===== src/rtl/fs_16bit.sv =====
// Registered 16-bit subtractor: a - b - bin through a ripple chain of sixteen
// 1-bit full-subtractor cells, with the difference and borrow-out captured on clk.

module fs_cell (
    input  logic a,
    input  logic b,
    input  logic bi,
    output logic d,
    output logic bo
);
    logic axb;

    assign axb = a ^ b;
    assign d   = axb ^ bi;
    // Borrow when a=0,b=1, or when a==b and a borrow is already pending
    assign bo  = (~a & b) | (~axb & bi);
endmodule

module fs_16bit (
    input  logic        clk,
    input  logic        rst,
    input  logic [15:0] a,
    input  logic [15:0] b,
    input  logic        bin,
    output logic [15:0] diff,
    output logic        bout
);
    logic [16:0] br;
    logic [15:0] diff_next;

    assign br[0] = bin;

    for (genvar i = 0; i < 16; i++) begin : g_cell
        fs_cell u_cell (
            .a  (a[i]),
            .b  (b[i]),
            .bi (br[i]),
            .d  (diff_next[i]),
            .bo (br[i+1])
        );
    end

    always_ff @(posedge clk) begin
        if (rst) begin
            diff <= 16'h0000;
            bout <= 1'b0;
        end else begin
            diff <= diff_next;
            bout <= br[16];
        end
    end
endmodule


===== config.mk =====
export PLATFORM = sky130hd
export DESIGN_NAME = fs_16bit
export DESIGN_NICKNAME = d
export VERILOG_FILES = /design/src/rtl/fs_16bit.sv
export SDC_FILE = /design/constraint.sdc
export NUM_CORES = 1
export LEC_CHECK = 0
export CAP_MARGIN = 30
export CORE_ASPECT_RATIO = 0.9
export CORE_MARGIN = 5
export CORE_UTILIZATION = 36
export DETAILED_ROUTE_END_ITERATION = 8
export PLACE_DENSITY = 0.82
export SYNTH_ARGS = -nofsm -noshare
export SYNTH_HDL_FRONTEND = slang
export SYNTH_SLANG_ARGS = --single-unit

===== constraint.sdc =====
create_clock -name clk -period 10.8 [get_ports clk]
set_input_delay 2.16 -clock clk [delete_from_list [all_inputs] [get_ports clk]]
set_output_delay 2.16 -clock clk [all_outputs]
set_load 0.01 [all_outputs]

==> results.py <==
metrics = {
    "outcome": {
        "run_status": "completed",
    },
    "floorplan": {
        "chipWidth_um": 60.9,
        "std_cell_rows": 16,
        "boundaryPins": 52,
        "fp.dieH_um": 55.8,
        "design.die.area_um2": 3400,
        "placeable_core_region_um2": 2200,
        "start_util": 0.381,
    },
    "global_route": {
        "vias_in_the_first_global_route": 679,
        "wire_length_of_the_first_global_routing_pass_um": 2910,
        "grt_overflow_total": 0,
        "pin_count_of_the_biggest_net_entering_global_routing": 18,
        "grt_antenna_before_repair": 0,
        "grtUsageTotal": 0.116,
    },
    "synth": {
        "post_synth_main_area_contributors": "dfxtp_1 (41%), fa_1 (38%), inv_1 (8.5%)",
        "syn-mean-instance-area_um2": 11.8,
        "postSynthNetCount": 122,
        "yosys.area.top_type_share": 0.405,
        "synth.yosys.seq_area_share": 0.405,
        "yosys_register_bits": 17,
        "post_synth_num_cell_types": 9,
        "netlist_area_um2": 840,
        "postSynthCellCount": 71,
        "yosys_warnings": 0,
        "netlist.top_cell.by_area": "dfxtp_1",
    },
    "final_layout": {
        "antenna_cells_inserted": 0,
        "syn2layout_area_growth_pct": 64.8,
        "drive_above_1_share": 0.0403,
        "design.final.nets": 176,
        "postLayoutCellArea_um2": 1380,
        "fillers": 198,
    },
    "setup_path": {
        "timing.critical_path.slowest_cell_delay_ps": 490,
        "path_max_fanout": 1,
        "wp_data_required_ps": 10980,
        "critPathSlowestCell": "clkdlybuf4s50_1",
        "delay_heaviest_family_cp": "adder cells",
        "crit_path_frequent_cell": "fa_1",
        "worstSetupStartpointType": "input port",
        "crit_chain": "clkdlybuf4s50_1 -> fa_1 -> inv_1 -> fa_1 -> fa_1 -> fa_1 -> fa_1 -> fa_1 -> fa_1 -> fa_1 -> fa_1 -> fa_1 -> fa_1 -> fa_1 -> fa_1 -> fa_1 -> fa_1 -> inv_1 -> fa_1 -> and2b_1",
        "worst-endpoint-arrival_ps": 8990,
        "critical_path_buf_inv_count": 3,
        "path_class": "in -> reg",
        "crit_path_end_kind": "flip-flop",
    },
    "placed_design": {
        "routability_congestion": 0.689,
        "io_buffer_count": 51,
        "placed_area_um2": 1360,
        "detailed_place_hpwl_um": 1640,
    },
    "flow_run": {
        "number_of_maximum_capacitance_constraint_violations": 0,
    },
    "routing": {
        "post-route-drc-count": 0,
        "antenna_violating_nets_remaining": 0,
        "detail_route.first_pass.iterations": 2,
        "avg_vias_per_cell": 4.18,
        "finalWirelength_um": 1860,
        "initialDrtViolationCount": 6,
        "routed_wire_length_per_instance_um": 12.3,
        "dr_total_vias": 631,
    },
    "sta": {
        "whs_ps": 2580,
        "setup_viol": 0,
        "finalWorstPathRequiredPeriod_ps": 8810,
        "hold_viol_final": 0,
        "grt_setup_unrepaired": "false",
        "share_of_the_clock_period_used_by_the_worst_path_after_layout": 0.816,
        "final_count_of_pins_violating_max_slew": 0,
        "max_clock_freq_ghz": 0.113,
        "slew-limit-headroom": 0.564,
        "worst_tran_pin_value_ps": 653,
        "fin_tns_setup_ps": 0,
    },
    "min_path": {
        "worstHoldPathType": "in -> reg",
    },
    "pwr": {
        "ir_worst_vdd_v": 0.0000662,
        "total_design_power_mw": 0.160,
        "ratio_of_total_power_to_cell_area_nw_per_um2": 115,
        "standby_leakage_power_nw": 0.611,
    },
    "clock_tree": {
        "post_cts.resized_instances": 0,
        "post_cts.repair.setup_buffers": 0,
        "htree_levels": 1,
        "clk_transition_reported_paths_ps": 100,
        "cts.path.max_buffers": 2,
        "cts-root-buf": "clkbuf_4",
        "cts_tree": "done",
        "clock_sink_count": 17,
        "numCtsBuffers": 3,
        "ctsHoldBuffers": 0,
    },
}
layer usage:
metal / vias to the layer above / routed length (um) / GRT usage
met2: 36 / 938 / 0.203
met4: 0 / 13 / 0.0464
met3: 2 / 284 / 0.0394
met5: - / 0 / 0
li1: 298 / - / -
met1: 295 / 626 / 0.124
cell families (layout without fill, tap and decap cells):
| family | count (synthesis) | in the layout | synth area share |
|---|---|---|---|
| AND/OR/NAND/NOR | 17 | 17 | 0.0969 |
| flip-flops | 17 | 17 | 0.405 |
| adder cells (fa/ha/maj) | 16 | 16 | 0.382 |
| buffers and inverters | 21 | 74 | 0.116 |
power by group:
group	internal, mW	switching [mW]
clock	0.0143	0.0186
combinational	0.0332	0.0206
sequential	0.0707	0.00200
total	0.118	0.0412
cells in the mapped netlist (all sizes together):
cell / n
inv: 19
and2b: 2
fa: 16
buf: 2
dfxtp: 17
nor2: 15
sequential cells by signal, summed over array words and instances (netlist names):
register  flops
diff         16
bout          1
per-stage QoR:
step,setup slack (ps),util,std cells
floorplan,2390,-,71
global placement,1740,0.616,147
detailed placement,1640,0.616,147
CTS,1970,0.628,151
global route,1790,0.628,151
finish,1990,0.628,151
path summary, 6_finish.rpt:
check / start / slack, ps / depth (start not counted) / to
max: a[0] / 1990 / 20 / diff[15]
min: a[7] / 2580 / 4 / diff[7]
area by class of cell:
cell class | count | area [um^2] | share of cell area
Sequential cell | 17 | 340 | 0.246
Inverter | 19 | 71.3 | 0.0515
Clock buffer | 4 | 26.3 | 0.0190
Multi-Input combinational cell | 33 | 402 | 0.290
Timing Repair Buffer | 51 | 510 | 0.369
Tap cell | 27 | 33.8 | 0.0244
tightest hold or removal path, stage by stage:
cell             delay, ps
clkdlybuf4s50_1        400
inv_1                   80
fa_1                   160
nor2_1                  30
cell usage in the layout, fill, tap and decap left out, drive strengths merged:
master / netlist / routed
and2b: 2 / 2
clkbuf: 0 / 4
clkdlybuf4s50: 0 / 51
dfxtp: 17 / 17
fa: 16 / 16
inv: 19 / 19
nor2: 15 / 15
Power figures use the tool's default switching activity.
